**src/rtl/spi_regs_bridge.sv**
```systemverilog
// spi_regs_bridge: SPI mode-0 slave (MSB first) that turns microcontroller
// frames into single-beat register-file bus transactions.
//   clk, rstn          system clock, synchronous active-low reset
//   spiSclk/Csn/Mosi   asynchronous SPI pins, synchronised and oversampled
//   spiMiso, spiMisoOe serial read data and its output enable (CS low)
//   val/addr/write/wdata  bus request (val is a one-cycle pulse)
//   rdata/ready        bus response
//   busErr/errClr      sticky ready-timeout flag and its clear
// Frame: 16-bit header {W, 5 ignored, addr[9:0]}, then 32 write data bits,
// or 8 dummy bits followed by 32 read data bits on MISO.
module spi_regs_bridge #(
  parameter int unsigned TIMEOUT     = 15,
  parameter int unsigned SYNC_STAGES = 2
) (
  input  logic        clk,
  input  logic        rstn,
  input  logic        spiSclk,
  input  logic        spiCsn,
  input  logic        spiMosi,
  output logic        spiMiso,
  output logic        spiMisoOe,
  output logic        val,
  output logic [9:0]  addr,
  output logic        write,
  output logic [31:0] wdata,
  input  logic [31:0] rdata,
  input  logic        ready,
  output logic        busErr,
  input  logic        errClr
);

  typedef enum logic [3:0] {
    IDLE, HDR, WDATA, WREQ, WWAIT, RREQ, RWAIT, RDUMMY, RDATA, DONE
  } state_t;

  localparam logic [7:0]  TMO_LAST = 8'(TIMEOUT - 1);
  localparam logic [31:0] BAD_DATA = 32'hDEAD_BEEF;

  state_t state, state_nxt;

  logic [SYNC_STAGES-1:0] sclk_sync, csn_sync, mosi_sync, vld_sync;
  logic sclk_s, csn_s, mosi_s, sync_vld, sclk_d;
  logic rise, fall, launch, timed_out, set_err, armed;
  logic [5:0]  bit_cnt;
  logic [7:0]  tcnt;
  logic [31:0] rx, tx;

  // vld_sync marks when the CS synchroniser holds a real pin sample rather
  // than its reset value, so a CS held low through reset cannot arm a frame.
  always_ff @(posedge clk) begin
    if (!rstn) begin
      sclk_sync <= '0;
      csn_sync  <= '1;
      mosi_sync <= '0;
      vld_sync  <= '0;
      sclk_d    <= 1'b0;
    end else begin
      sclk_sync <= {sclk_sync[SYNC_STAGES-2:0], spiSclk};
      csn_sync  <= {csn_sync[SYNC_STAGES-2:0], spiCsn};
      mosi_sync <= {mosi_sync[SYNC_STAGES-2:0], spiMosi};
      vld_sync  <= {vld_sync[SYNC_STAGES-2:0], 1'b1};
      sclk_d    <= sclk_s;
    end
  end

  assign sclk_s    = sclk_sync[SYNC_STAGES-1];
  assign csn_s     = csn_sync[SYNC_STAGES-1];
  assign mosi_s    = mosi_sync[SYNC_STAGES-1];
  assign sync_vld  = vld_sync[SYNC_STAGES-1];
  assign spiMisoOe = ~csn_s;

  assign rise      = sclk_s & ~sclk_d;
  assign fall      = ~sclk_s & sclk_d;
  // Rises keep counting through RREQ/RWAIT, so the fall after the 8th rise
  // is recognised as the MISO launch edge even before RDUMMY is reached.
  assign launch    = fall && (bit_cnt == 6'd8);
  assign timed_out = (tcnt == TMO_LAST);

  always_ff @(posedge clk) begin
    if (!rstn) state <= IDLE;
    else       state <= state_nxt;
  end

  always_comb begin
    state_nxt = state;
    set_err   = 1'b0;
    val       = 1'b0;
    unique case (state)
      IDLE:   if (armed && !csn_s) state_nxt = HDR;
      HDR:    if (csn_s) state_nxt = IDLE;
              else if (rise && bit_cnt == 6'd15) state_nxt = rx[14] ? WDATA : RREQ;
      WDATA:  if (csn_s) state_nxt = IDLE;
              else if (rise && bit_cnt == 6'd31) state_nxt = WREQ;
      WREQ:   begin val = 1'b1; state_nxt = WWAIT; end
      WWAIT:  if (ready) state_nxt = DONE;
              else if (timed_out) begin set_err = 1'b1; state_nxt = DONE; end
      RREQ:   begin val = 1'b1; state_nxt = RWAIT; end
      RWAIT:  if (launch) begin set_err = 1'b1; state_nxt = RDATA; end
              else if (ready) state_nxt = RDUMMY;
              else if (timed_out) begin set_err = 1'b1; state_nxt = RDUMMY; end
      RDUMMY: if (csn_s) state_nxt = IDLE;
              else if (launch) state_nxt = RDATA;
      RDATA:  if (csn_s) state_nxt = IDLE;
              else if (rise && bit_cnt == 6'd31) state_nxt = DONE;
      DONE:   if (csn_s) state_nxt = IDLE;
      default: state_nxt = IDLE;
    endcase
  end

  always_ff @(posedge clk) begin
    if (!rstn) begin
      armed   <= 1'b0;
      bit_cnt <= '0;
      tcnt    <= '0;
      rx      <= '0;
      tx      <= '0;
      addr    <= '0;
      write   <= 1'b0;
      wdata   <= '0;
      spiMiso <= 1'b0;
      busErr  <= 1'b0;
    end else begin
      // A frame may only start after CS has been seen high.
      if (sync_vld && csn_s)                      armed <= 1'b1;
      else if (state == IDLE && state_nxt == HDR) armed <= 1'b0;

      if (errClr)       busErr <= 1'b0;
      else if (set_err) busErr <= 1'b1;

      unique case (state)
        IDLE: bit_cnt <= '0;
        HDR, WDATA: if (rise) begin
          rx <= {rx[30:0], mosi_s};
          if (state == HDR && bit_cnt == 6'd15) begin
            addr    <= {rx[8:0], mosi_s};
            write   <= rx[14];
            bit_cnt <= '0;
          end else if (state == WDATA && bit_cnt == 6'd31) begin
            wdata   <= {rx[30:0], mosi_s};
            bit_cnt <= '0;
          end else begin
            bit_cnt <= bit_cnt + 6'd1;
          end
        end
        WREQ:  tcnt <= '0;
        WWAIT: tcnt <= tcnt + 8'd1;
        RREQ: begin
          tcnt <= '0;
          if (rise) bit_cnt <= bit_cnt + 6'd1;
        end
        RWAIT: begin
          tcnt <= tcnt + 8'd1;
          if (rise) bit_cnt <= bit_cnt + 6'd1;
          if (launch) begin
            tx      <= BAD_DATA;
            spiMiso <= BAD_DATA[31];
            bit_cnt <= '0;
          end else if (ready) begin
            tx <= rdata;
          end else if (timed_out) begin
            tx <= BAD_DATA;
          end
        end
        RDUMMY: begin
          if (rise) bit_cnt <= bit_cnt + 6'd1;
          if (launch) begin
            spiMiso <= tx[31];
            bit_cnt <= '0;
          end
        end
        RDATA: begin
          if (rise) begin
            bit_cnt <= bit_cnt + 6'd1;
            if (bit_cnt == 6'd31) spiMiso <= 1'b0;
          end else if (fall) begin
            tx      <= {tx[30:0], 1'b0};
            spiMiso <= tx[30];
          end
        end
        DONE: spiMiso <= 1'b0;
        default: ;
      endcase

      if (csn_s) spiMiso <= 1'b0;
    end
  end

endmodule
```
**config.mk**
```make
export PLATFORM = sky130hd
export DESIGN_NAME = spi_regs_bridge
export DESIGN_NICKNAME = d
export VERILOG_FILES = /design/src/rtl/spi_regs_bridge.sv
export SDC_FILE = /design/constraint.sdc
export NUM_CORES = 1
export LEC_CHECK = 0
export CAP_MARGIN = 20
export CORE_AREA = 2 2 110 112
export CTS_CLUSTER_DIAMETER = 100
export DETAILED_ROUTE_END_ITERATION = 8
export DIE_AREA = 0 0 112 114
export PLACE_DENSITY = 0.77
export SLEW_MARGIN = 0
export SYNTH_ARGS = -nofsm -noshare
export SYNTH_HDL_FRONTEND = slang
export SYNTH_SLANG_ARGS = --single-unit
```
**constraint.sdc**
```tcl
create_clock -name clk -period 2.7 [get_ports clk]
set_input_delay 0.54 -clock clk [delete_from_list [all_inputs] [get_ports clk]]
set_output_delay 0.54 -clock clk [all_outputs]
set_load 0.01 [all_outputs]
```
==> impl_metrics.yaml <==
run_status:
  outcome: "finished, final reports clean"
floorplan:
  floorplan.die.height_um: 114
  floorplan.die.width_um: 112
  core_region_area_sq_mm: 0.01171
  io-pin-count: 86
  die_area_sq_mm: 0.01277
  starting_density: 0.4921
  fp-row-count: 40
timing:
  hold_violations: 0
  slew_headroom: 0.5894
  final.setup.worst_slack_ns: 0.07946
  min_period_over_period: 0.9706
  finalWorstPathRequiredPeriod_ns: 2.621
  rsz0062_at_grt: "false"
  timing.final.max_slew_violations: 0
  worst_pin_slew_ns: 0.6160
  fin_worst_skew_ns: 0.007655
  final_setup_tns_ns: 0
  achievable-frequency_mhz: 381.6
  finalSetupViolCount: 0
clocking:
  cts.root.buffer_cell: "sky130_fd_sc_hd__clkbuf_16"
  h_tree_level_count: 4
  postCtsSetupRepairBufs: 0
  tritoncts_clock_tree: "yes"
  tritoncts_buffers: 17
  worstSkewPairLatency_ns: 0.41
  cts.path.max_buffers: 2
  holdBufCountCts: 0
  cts_num_sinks: 136
  cts_resized: 0
  path_clk_slew_ns: 0.05
layout:
  diodes: 0
  final.fill_count: 1017
  mostFrequentLayoutCell: "sky130_fd_sc_hd__nand2_1"
  post_route_cells_drive_above_1_share: 0.07731
  final_cell_mix: "sky130_fd_sc_hd__nand2_1 (186), sky130_fd_sc_hd__dfxtp_1 (136), sky130_fd_sc_hd__a21oi_1 (112)"
  areaGrowthSynthToFinish_pct: 26.60
  final_nets: 821
detailed_routing:
  dr.first_iter.drc_count: 595
  drc_errors: 0
  viasPerCell: 5.719
  route.vias.total: 5353
  wire_per_inst_um: 15.34
  antenna_left: 0
  postRouteWirelength_um: 14360
  detail_route.first_pass.iterations: 5
pwr:
  switching_share: 0.2006
  combinationalPowerShare: 0.030
  p_leak_nw: 2.420
  clock_power_share: 0.513
  power_density_mw_per_mm2: 606.2
  vdd_ir_drop_max_mv: 0.6799
  cellInternalPower_mw: 3.536
  sequentialPowerShare: 0.456
  net_switching_uw: 887.4
placement:
  place_ws_ns: 0.3750
  hpwl_after_dpl_um: 9250
  port-buffer-count: 85
  finalWeightedCongestion: 0.8955
global_routing:
  grt_first_pass_wirelength_um: 23960
  final_global_route_overflow_total: 0
  globalRouteTotalUtil: 0.2265
  via_count_of_the_first_global_routing_pass: 5160
  antenna_found_initial: 0
  grt_start_max_net_pins: 60
logic_synthesis:
  synth.net_count: 754
  number_of_enable_flip_flop_cells_after_synthesis: 0
  yosysWarnings: 0
  synth.lib_cells_used.distinct: 60
  postSynthAreaPerCell_sq_um: 8.128
  synth.ff_latch_count: 136
  postSynthCellCount: 709
  synth_seq_area_share: 0.4724
  ys_dominant_reg_cell: "sky130_fd_sc_hd__dfxtp_1"
  synth.cell_area_sq_mm: 0.005763
  asyncSetResetFlopFracSynth: 0
critical_path:
  critPathMaxFanout: 13
  worst_ep_arrival_time_ns: 2.08
  flop2flop_setup_slack_ns: 0.26
  worst-setup-path-type: "reg2out"
  worst_ep_required_time_ns: 2.16
  worst_setup_path_start_kind: "flop"
  critical_path.endpoint_type: "output port"
min_path:
  worst_hold_path_type: "reg2reg"
run:
  cap_viol_max_count: 0
## power by group through the flow
stage | combinational [mW] | clock, mW | sequential [mW]
global placement | 0.132 | 0 | 2.06
finish | 0.134 | 2.27 | 2.02
detailed placement | 0.132 | 0 | 2.06
floorplan | 0.0568 | 0 | 2.06
global route | 0.144 | 2.39 | 2.02
CTS | 0.133 | 2.31 | 2.02
## final cells by class
class	count	area (sq um)	share of cell area
Tap cell	147	183.9	0.02521
Multi-Input combinational cell	503	2745	0.3763
Inverter	18	68.82	0.009432
Sequential cell	136	2723	0.3732
Clock buffer	25	495.5	0.06791
Clock inverter	7	91.34	0.01252
Timing Repair Buffer	100	988.4	0.1355
## metal layers
metal	GRT usage	up-vias	wire length (um)
met3	0.05739	22	725
met4	0.08374	0	209
met2	0.3838	175	7209
met5	0	-	0
met1	0.2807	2541	6212
li1	-	2615	-
## Yosys cell counts (all sizes together), types with 4 or more instances
library cell	instances	share of area
a21oi	112	0.097
a221oi	11	0.023
a31oi	4	0.0043
and2	5	0.0054
and3	7	0.0085
buf	16	0.017
clkbuf	36	0.023
dfxtp	136	0.47
ha	6	0.013
inv	18	0.012
nand2	186	0.12
nand3	6	0.0061
nand3b	8	0.010
nand4	6	0.0065
nor2	28	0.018
nor3	17	0.015
o211ai	11	0.014
o21ai	17	0.017
o221ai	25	0.038
or2	4	0.0048
## cells by family (layout without fill, tap and decap cells)
logic type / after synthesis / after routing / synth area share
AOI/OAI and AO/OA: 207 / 207 / 0.2336
xor gates and xnor gates: 3 / 3 / 0.004560
adders and majority gates: 6 / 6 / 0.01303
buffers and inverters: 70 / 150 / 0.05210
DFF: 136 / 136 / 0.4724
muxes: 1 / 1 / 0.001737
and+or+nand+nor: 286 / 286 / 0.2225
## path summary, 6_finish.rpt
kind,endpoint,cells after the start,from
worst max register to register,tx[25],5,state[3]
worst max-delay path,val,3,state[3]
worst min-delay path,csn_sync[1],1,csn_sync[0]
worst min register to register,csn_sync[1],1,csn_sync[0]
## sequential cells by signal, indices dropped and copies added, names as in the netlist, 4 cells and up
name,flops
addr,10
bit_cnt,6
rx,31
state,4
tcnt,8
tx,32
wdata,32
## worst max-delay path, stage by stage, from the launching register on
cell and delay, ns:
sky130_fd_sc_hd__dfxtp_1 0.45, sky130_fd_sc_hd__or3_1 0.49, sky130_fd_sc_hd__inv_1 0.17, sky130_fd_sc_hd__clkdlybuf4s50_1 0.56
## stage by stage
step / util / power (mW) / cells / instance area [sq um] / hold slack [ns]
after CTS: 0.6230 / 4.459 / 936 / 7296 / 0.4220
after floorplan: - / 2.117 / 709 / 5763 / 0.3863
after detailed placement: 0.5729 / 2.193 / 904 / 6709 / 0.4073
after global placement: 0.5729 / 2.193 / 904 / 6709 / 0.3926
final: 0.6230 / 4.423 / 936 / 7296 / 0.4174
after global routing: 0.6230 / 4.551 / 936 / 7296 / 0.4387
Power figures use the tool's default switching activity.
